### src/rtl/prog_loader_pkg.sv
// Shared types and constants for the program loader and its instruction store.
package prog_loader_pkg;

    localparam int unsigned  MEM_DEPTH = 16;
    localparam logic [7:0]   NOP_INSN  = 8'h00;

    typedef enum logic [1:0] {
        RUN   = 2'd0,
        LOAD  = 2'd1,
        CHECK = 2'd2,
        ERR   = 2'd3
    } state_t;

    // One cycle of the byte-wide load port
    typedef struct packed {
        logic       start;
        logic       valid;
        logic [7:0] data;
    } ld_req_t;

endpackage

### src/rtl/prog_mem_16x8.sv
// Instruction store: register array, one synchronous write port and one
// combinational read port so the CPU sees its fetch in the same cycle.
module prog_mem_16x8
    import prog_loader_pkg::*;
#(
    parameter int AW = 4,
    parameter int DW = 8
) (
    input  logic          clk,
    input  logic          reset,
    input  logic          we,
    input  logic [AW-1:0] waddr,
    input  logic [DW-1:0] wdata,
    input  logic [AW-1:0] raddr,
    output logic [DW-1:0] rdata
);

    localparam int DEPTH = 1 << AW;

    logic [DEPTH-1:0][DW-1:0] mem;

    // Reset fills the store with no-ops so a reset CPU runs harmlessly
    always_ff @(posedge clk or negedge reset) begin
        if (!reset) begin
            mem <= {DEPTH{DW'(NOP_INSN)}};
        end else if (we) begin
            mem[waddr] <= wdata;
        end
    end

    assign rdata = mem[raddr];

endmodule

### src/rtl/prog_loader.sv
// Program loader: accepts a 16-byte image plus an additive checksum over a
// valid/ready port and keeps the CPU in reset until the image verifies.
module prog_loader
    import prog_loader_pkg::*;
#(
    parameter int AW = 4,
    parameter int DW = 8
) (
    input  logic          clk,
    input  logic          reset,
    input  logic [AW-1:0] adr,
    output logic [DW-1:0] dout,
    input  logic          ld_start,
    input  logic          ld_valid,
    input  logic [DW-1:0] ld_data,
    output logic          ld_ready,
    output logic          cpu_reset,
    output logic          load_done,
    output logic          load_err
);

    state_t        state;
    logic [AW-1:0] waddr;
    logic [DW-1:0] sum;
    ld_req_t       req;
    logic          hs;
    logic          mem_we;

    assign req    = '{start: ld_start, valid: ld_valid, data: 8'(ld_data)};
    // ld_ready is registered and state-only, so the handshake is valid & ready
    assign hs     = req.valid & ld_ready;
    // A start in the same cycle wins: the byte is dropped, not written
    assign mem_we = hs & (state == LOAD) & ~req.start;

    prog_mem_16x8 #(.AW(AW), .DW(DW)) u_mem (
        .clk   (clk),
        .reset (reset),
        .we    (mem_we),
        .waddr (waddr),
        .wdata (ld_data),
        .raddr (adr),
        .rdata (dout)
    );

    // Load FSM with address counter, running checksum and registered outputs
    always_ff @(posedge clk or negedge reset) begin
        if (!reset) begin
            state     <= RUN;
            waddr     <= '0;
            sum       <= '0;
            cpu_reset <= 1'b1;
            ld_ready  <= 1'b0;
            load_done <= 1'b0;
            load_err  <= 1'b0;
        end else begin
            load_done <= 1'b0;
            if (req.start) begin
                // Restart from any state; words already written stay put
                state     <= LOAD;
                waddr     <= '0;
                sum       <= '0;
                cpu_reset <= 1'b0;
                ld_ready  <= 1'b1;
                load_err  <= 1'b0;
            end else begin
                unique case (state)
                    RUN: ;
                    LOAD: begin
                        if (hs) begin
                            waddr <= waddr + 1'b1;
                            sum   <= sum + ld_data;
                            if (waddr == {AW{1'b1}}) state <= CHECK;
                        end
                    end
                    CHECK: begin
                        // The checksum byte is compared, never accumulated
                        if (hs) begin
                            ld_ready <= 1'b0;
                            if (ld_data == sum) begin
                                state     <= RUN;
                                cpu_reset <= 1'b1;
                                load_done <= 1'b1;
                            end else begin
                                state    <= ERR;
                                load_err <= 1'b1;
                            end
                        end
                    end
                    ERR: ;
                    default: state <= RUN;
                endcase
            end
        end
    end

endmodule

### config.mk
export PLATFORM = sky130hd
export DESIGN_NAME = prog_loader
export DESIGN_NICKNAME = d
export VERILOG_FILES = /design/src/rtl/prog_loader_pkg.sv /design/src/rtl/prog_mem_16x8.sv /design/src/rtl/prog_loader.sv
export SDC_FILE = /design/constraint.sdc
export NUM_CORES = 1
export LEC_CHECK = 0
export CAP_MARGIN = 0
export CORE_ASPECT_RATIO = 0.9
export CORE_UTILIZATION = 55
export CTS_CLUSTER_SIZE = 25
export DETAILED_ROUTE_END_ITERATION = 16
export GPL_TIMING_DRIVEN = 0
export MAX_ROUTING_LAYER = met4
export PLACE_DENSITY = 0.76
export SLEW_MARGIN = 20
export SYNTH_ARGS = -nofsm -noshare
export SYNTH_HDL_FRONTEND = slang
export SYNTH_HIERARCHICAL = 1
export SYNTH_SLANG_ARGS = --single-unit
export TNS_END_PERCENT = 10
### constraint.sdc
create_clock -name clk -period 2.5 [get_ports clk]
set_input_delay 0.5 -clock clk [delete_from_list [all_inputs] [get_ports clk]]
set_output_delay 0.5 -clock clk [all_outputs]
set_load 0.005 [all_outputs]
==> summary.md, run 1 <==
| Metric | Value |
|---|---|
| Status | `finished, final reports clean` |
| FF-to-FF Start | `state[1]` |
| Row count | `38` |
| RSZ-0062 raised after global routing | `yes` |
| HP Start | `ld_valid` |
| All-Layer GR Usage | `27.4%` |
| Setup crit end kind | `primary output` |
| HPWL Detailed | `10000 um` |
| Die area | `13200 um2` |
| Slowest-stage cell, CP | `mux4_2` |
| Worst Path Arrival | `1.98 ns` |
| Syn. warnings | `6` |
| HP Class | `input port to flip-flop` |
| Commonest non-fill, non-tap cell in the layout | `dfrtp_1` |
| Routability cong. | `0.850` |
| Synth Net Count | `503` |
| Kind of cell adding the most delay to the critical path | `multiplexers` |
| Critical path cell sequence | `mux4_2 > a22oi_1 > nand2_1 > clkdlybuf4s50_1` |
| Crit Path Category | `flip-flop to primary output` |
| Initial Util | `57.2%` |
| Clock buffer depth | `2` |
| Simple-Gate Fraction of Synth Area | `7.34%` |
| Tmin final | `2.48 ns` |
| Hold slack | `0.491 ns` |
| CP Launch Type | `flip-flop` |
| XOR/XNOR share of the synthesized area | `0.749%` |
| Share of post-route cells with drive strength above 1 | `48.2%` |
| Core Region | `12300 um2` |
| Fillers | `796` |
| Sequential fraction of the synthesis area | `52.1%` |
| Main combinational cell family by area after synthesis | `multiplexers` |
| Worst EP required | `2.00 ns` |
| WL/cell | `22.4 um` |
| R2R Setup Slk | `0.14 ns` |
| TritonCTS sink count | `146` |
| Synth Area in Compound Gates | `4.71%` |
| Mapped Area | `7020 um2` |
| Total Wirelength | `15700 um` |
| Via count | `4307` |
| Final setup TNS | `0 ns` |
| Cells after Synth | `478` |
| Iteration-0 DRC Markers | `381` |
| Adder-cell share of the synthesized area | `1.71%` |
| Post-route cell area | `8490 um2` |
| Die Span Y | `109 um` |
| I/O Pins | `28` |
| PortBufs | `25` |
| Die Span X | `121 um` |
| MaxCap Viol Count | `0` |
| Worst skew pair latency | `0.43 ns` |
| Final period util | `99.4%` |
| DRT Pass-1 Iters | `7` |
| Vias/cell | `6.12` |
| Final core utilization | `69.2%` |
| Routed Antenna Nets | `0` |
| Largest stage delay, worst path | `0.47 ns` |
| Critical path buffer and inverter count | `1` |
| Post-synth cell types | `54` |
| # H-tree levels | `4` |
| DRC | `0` |
| Initial antenna violation count | `0` |
| Fin. max-slew vios | `0` |
| Post-synthesis mux area share | `31.4%` |
| Max Clock Skew | `0.00712 ns` |
| Worst slew pin tran | `0.579 ns` |
| First-pass GRT wire length | `25500 um` |
| Root buffer cell | `clkbuf_16` |
| Yosys reg bits | `146` |
| P&R area growth vs syn | `21.0%` |
| Hold Fails Final Rpt | `0` |
| Mean Syn Cell Area | `14.7 um2` |
| F_max | `403 MHz` |
| CTS Buf Count | `17` |
| Leakage Power | `0.00397 uW` |
| Final Net Count | `556` |
| CTS tree | `yes` |
| Cell Pwr Density | `692 nW/um2` |
| Worst-path fanout max | `2` |
| Post-DP Area | `7500 um2` |
| Most frequent cells in the layout | `dfrtp_1 (145), mux2_2 (120), mux4_2 (32), nand2_1 (25), clkbuf_16 (19)` |
| Slew Limit Headroom | `61.3%` |
| Number of global-route vias before repair | `4561` |
| Max VDD drop | `0.490 mV` |
| Global route overflow | `0` |
| Largest net degree at the start of global routing | `94` |
| Setup violators final | `0` |
| Worst-path clk slew | `0.06 ns` |
| Ant. Diodes | `0` |
| Worst setup startpoint | `u_mem/mem[22]` |
==> state kept, by name, indices dropped and copies added, names as in the netlist <==
name,flops
u_mem/mem,128
sum,8
waddr,4
state,2
cpu_reset,1
ld_ready,1
load_done,1
load_err,1
==> worst min-delay path, stage by stage <==
cell and delay, ns:
dlymetal6s2s_1 0.18, a31oi_1 0.18, nor2_1 0.05
==> where the power goes <==
group / internal [uW] / leakage, uW / switching (uW)
logic: 318 / 0.00167 / 291
registers: 2480 / 0.00201 / 79.7
clock network: 1690 / 0.000299 / 1010
total: 4490 / 0.00397 / 1380
==> cell families (layout without fill, tap and decap cells) <==
| group | Yosys count | in the layout |
|---|---|---|
| muxes | 161 | 161 |
| DFF | 146 | 146 |
| adders and majority gates | 9 | 9 |
| buffers and inverters | 28 | 94 |
| AOI/OAI and AO/OA | 47 | 47 |
| xor gates and xnor gates | 6 | 6 |
| and+or+nand+nor | 81 | 81 |
==> worst paths after layout <==
path,end,cells past startpoint
max,dout[6],4
min,cpu_reset,3
max reg2reg,u_mem/mem[5],6
min reg2reg,load_err,2
max in group asynchronous,u_mem/mem[51],3
min in group asynchronous,load_done,2
==> layer usage <==
layer,vias to the layer above,GRT usage [%],wire length (um),part of all wire [%]
met5,-,-,0,0
met4,0,8.82,232,1.5
met3,24,5.54,667,4.2
met2,103,41.3,7580,48
met1,2275,37.6,7270,46
li1,1905,-,-,-
==> synth_stat cells (all sizes together) <==
cell type | count | area share (%)
nor2b | 5 | 0.45
nand3b | 2 | 0.21
nand3 | 5 | 0.50
nand4 | 1 | 0.089
nor4 | 3 | 0.48
inv | 1 | 0.053
o21ai | 4 | 0.29
xor2 | 2 | 0.25
and3 | 4 | 0.37
a41oi | 2 | 0.25
o21a | 2 | 0.23
or3 | 2 | 0.18
mux4 | 32 | 10
a32o | 1 | 0.14
clkbuf | 14 | 0.75
xnor2 | 4 | 0.50
and2b | 1 | 0.11
or4 | 1 | 0.16
a22oi | 16 | 1.7
nand2 | 26 | 1.4
nor3 | 10 | 1.5
nor3b | 3 | 0.39
ha | 8 | 1.4
nand2b | 3 | 0.48
o211ai | 1 | 0.11
buf | 13 | 1.2
a31oi | 1 | 0.089
dfrtp | 145 | 52
a21oi | 12 | 0.91
a211o | 2 | 0.25
a211oi | 3 | 0.39
nor2 | 14 | 0.96
dfstp | 1 | 0.37
mux2 | 129 | 21
and2 | 1 | 0.089
o21bai | 1 | 0.11
a21o | 2 | 0.23
fa | 1 | 0.29
==> stage by stage <==
| step | total power (uW) | instances | setup slack (ns) |
|---|---|---|---|
| 2_1_floorplan | 2930 | 478 | 0.0628 |
| 3_3_place_gp | 3120 | 663 | -4.64 |
| 3_5_place_dp | 3150 | 664 | -1.08 |
| 4_1_cts | 5900 | 702 | -0.0589 |
| 5_1_grt | 6080 | 704 | -0.0276 |
| 6_report | 5880 | 704 | 0.0156 |
==> layout make-up <==
type / instances / area, um2 / share of cell area (%)
inverter: 1 / 3.75 / 0.0442
clock buffer: 19 / 443 / 5.22
multi-input combinational: 304 / 3330 / 39.2
timing repair buffer: 35 / 423 / 4.98
sequential: 146 / 3650 / 43.0
tap: 160 / 200 / 2.36
buffer: 26 / 251 / 2.96
clock inverter: 13 / 184 / 2.17
==> what timing repair did <==
| action | in CTS | in global routing |
|---|---|---|
| gates cloned | 2 | 0 |
| endpoints found under the setup margin | 136 | 117 |
| pin swaps | 9 | 5 |
| gates resized for setup | 64 | 7 |
| endpoints found under the hold margin | 13 | 0 |
| hold buffers | 1 | 0 |
| buffers inserted | 4 | 2 |
(Power assumes the default switching activity.)
==> inputs of run 2 (changes only) <==
--- a/config.mk
+++ b/config.mk
@@ -7,12 +7,13 @@
 export LEC_CHECK = 0
 export CAP_MARGIN = 0
 export CORE_ASPECT_RATIO = 0.9
-export CORE_UTILIZATION = 55
-export CTS_CLUSTER_SIZE = 25
+export CORE_UTILIZATION = 57
+export CTS_BUF_LIST = sky130_fd_sc_hd__clkbuf_4 sky130_fd_sc_hd__clkbuf_8
+export CTS_CLUSTER_SIZE = 8
 export DETAILED_ROUTE_END_ITERATION = 16
 export GPL_TIMING_DRIVEN = 0
 export MAX_ROUTING_LAYER = met4
-export PLACE_DENSITY = 0.76
+export PLACE_DENSITY = 0.78
 export SLEW_MARGIN = 20
 export SYNTH_ARGS = -nofsm -noshare
 export SYNTH_HDL_FRONTEND = slang
==> run 2 against run 1 <==
Net effect:
- count of clock-buffer cells in the layout rose by 2
- critical path depth rose by 2
- core utilization fell by 1.2 points
- die area fell by 3.4%
- first-iteration DRC count fell by 22%
- clock power fell by 33%
- power fell by 16%
- via count fell by 0.21%
- sequential share of layout area rose by 1.6 points
- critical path type is now input port to primary output
- largest power group is now sequential cells
==> summary.md, run 2 (synthesized netlist as in run 1, its figures left out) <==
| Metric | Value |
|---|---|
| Via count | `4298 (-0.21%)` |
| R2R cell count | `6 (unchanged)` |
| RSZ-0062 raised after global routing | `no` |
| Number of global-route vias before repair | `4565 (+0.088%)` |
| DRC | `0 (unchanged)` |
| Worst setup startpoint | `adr[0]` |
| Largest stage delay, worst path | `0.50 ns (+0.03 ns)` |
| Most flop-heavy register | `u_mem/mem` |
| P&R area growth vs syn | `16.6%` |
| Most frequent cells in the layout | `dfrtp_1 (145), mux2_2 (120), mux4_2 (32), nand2_1 (25), clkbuf_8 (22)` |
| Top sig layer | `met4` |
| CP Launch Type | `input port` |
| TritonCTS sink count | `146 (unchanged)` |
| Die Span X | `119 um (-1.7%)` |
| Slew Limit Headroom | `54.2% (-7.1 points)` |
| MaxCap Viol Count | `0 (unchanged)` |
| Slowest-stage cell, CP | `mux4_2` |
| First-pass GRT wire length | `24900 um (-2.6%)` |
| Share of post-route cells with drive strength above 1 | `47.6% (-0.57 points)` |
| Global route overflow | `0 (unchanged)` |
| Critical path cell sequence | `buf_12 > bufbuf_16 > mux4_2 > a22oi_2 > nand2_1 > dlygate4sd2_1` |
| Initial antenna violation count | `0 (unchanged)` |
| Total Wirelength | `15300 um (-2.8%)` |
| Setup crit end kind | `primary output` |
| Root buffer cell | `clkbuf_8` |
| Worst-path clk slew | `0.08 ns (+0.02 ns)` |
| Routability cong. | `0.853 (+0.26%)` |
| Post-route cell area | `8190 um2 (-3.6%)` |
| CTS Buf Count | `17 (unchanged)` |
| Worst EP required | `2.00 ns (about the same)` |
| F_max | `410 MHz (+1.9%)` |
| Die Span Y | `107 um (-1.7%)` |
| Final Net Count | `553 (-0.54%)` |
| Hold Fails Final Rpt | `0 (unchanged)` |
| Leakage Power | `0.00385 uW (-3.2%)` |
| Tmin final | `2.44 ns (-0.0474 ns)` |
| Largest register FFs | `128 (unchanged)` |
| Post-DP Area | `7500 um2 (unchanged)` |
| HP Class | `input port to asynchronous set/reset pin` |
| FF-to-FF Start | `state[1]` |
| Commonest non-fill, non-tap cell in the layout | `dfrtp_1` |
| WL/cell | `21.9 um (-2.2%)` |
| Tot Pwr | `4970 uW (-16%)` |
| Met3 WL | `883 um (+32%)` |
| Iteration-0 DRC Markers | `297 (-22%)` |
| Initial Util | `58.4% (+1.1 points)` |
| Worst slew pin tran | `0.687 ns (+0.109 ns)` |
| Status | `finished, final reports clean` |
| Hold slack | `0.0338 ns (-0.457 ns)` |
| I/O Pins | `28 (unchanged)` |
| Worst-path fanout max | `7 (+5)` |
| Worst skew pair latency | `0.45 ns (+0.02 ns)` |
| Ant. Diodes | `0 (unchanged)` |
| M1 WL | `6710 um (-7.6%)` |
| Worst Path Arrival | `1.94 ns (-0.04 ns)` |
| Max Clock Skew | `0.00947 ns (+0.00235 ns)` |
| Largest registers | `u_mem/mem (128), sum (8), waddr (4)` |
| Vias/cell | `6.14 (+0.36%)` |
| # H-tree levels | `4 (unchanged)` |
| Routed Antenna Nets | `0 (unchanged)` |
| Max VDD drop | `0.791 mV (+62%)` |
| Largest net degree at the start of global routing | `92 (-2.1%)` |
| Cell Pwr Density | `607 nW/um2 (-12%)` |
| Fin. max-slew vios | `0 (unchanged)` |
| Setup violators final | `0 (unchanged)` |
| Die area | `12800 um2 (-3.4%)` |
| PortBufs | `25 (unchanged)` |
| Core Region | `12000 um2 (-1.9%)` |
| Row count | `38 (unchanged)` |
| Crit Path Category | `input port to primary output` |
| Clock buffer depth | `2 (unchanged)` |
| Met2 Wirelength | `7550 um (-0.45%)` |
| DRT Pass-1 Iters | `4 (-3)` |
| HPWL Detailed | `10200 um (+2.0%)` |
| Final period util | `97.5% (-1.9 points)` |
| All-Layer GR Usage | `27.2% (-0.16 points)` |
| CTS tree | `yes` |
==> run 2: cell types whose count changed in the layout (fill, tap and decap cells not counted), sizes merged <==
cell,before,now
bufinv,4,2
dlymetal6s2s,3,2
clkbuf,33,35
clkdlybuf4s50,12,11
dlygate4sd3,1,0
bufbuf,0,1
clkdlybuf4s15,0,1
dlygate4sd2,8,10
clkinv,5,7
buf,23,19
inv,2,1
clkinvlp,3,1
==> run 2: critical path: cells and delay by family <==
kind	cells	cell delay, ns
buffers and inverters	3	0.69
multiplexers	1	0.50
AO/OA/AOI/OAI	1	0.16
AND/OR/NAND/NOR	1	0.08
==> run 2: timing repair <==
action                                  4_1_cts  5_1_grt
endpoints found under the setup margin      136      101
gates resized for setup                      61        4
cloned                                        2        0
pin swaps                                     6        2
hold buffers                                  0        0
buffers inserted                              3        1
==> run 2: layer usage <==
layer	up-vias	global-route usage [%]
met5	-	-
met4	0	7.14
met3	14	7.42
met2	109	42.4
met1	2284	35.7
li1	1891	-
==> run 2: path summary, 6_finish.rpt <==
check,end,slack (ns)
worst max-delay path,dout[1],0.06
worst min-delay path,state[1],0.03
worst max register to register,u_mem/mem[2],0.08
worst min register to register,u_mem/mem[75],0.51
max in group asynchronous,u_mem/mem[25],1.75
min in group clk,ld_ready,0.45
==> run 2: cell type report <==
cell class	count	area [um2]
multi-input combinational	304	3320
timing repair buffer	32	392
tap	160	200
clock buffer	21	277
sequential	146	3650
inverter	1	3.75
buffer	26	229
clock inverter	10	110
fill	817	3840
==> run 2: metrics by stage <==
stage,util (%),TNS [ns],cells,worst slack [ns]
2_1_floorplan,-,0,478,0.0628
3_3_place_gp,62.1,-784.94,663,-4.68
3_5_place_dp,62.4,-118.26,664,-1.15
4_1_cts,67.8,0,699,0.0506
5_1_grt,68.1,0,700,0.00456
6_report,68.1,0,700,0.0631
==> run 2: where the power goes <==
part	internal (uW)	switching [uW]	leakage, uW	total (uW)
registers	2480	77.6	0.00201	2560
logic	310	281	0.00164	592
clock network	949	869	0.000202	1820
total	3740	1230	0.00385	4970
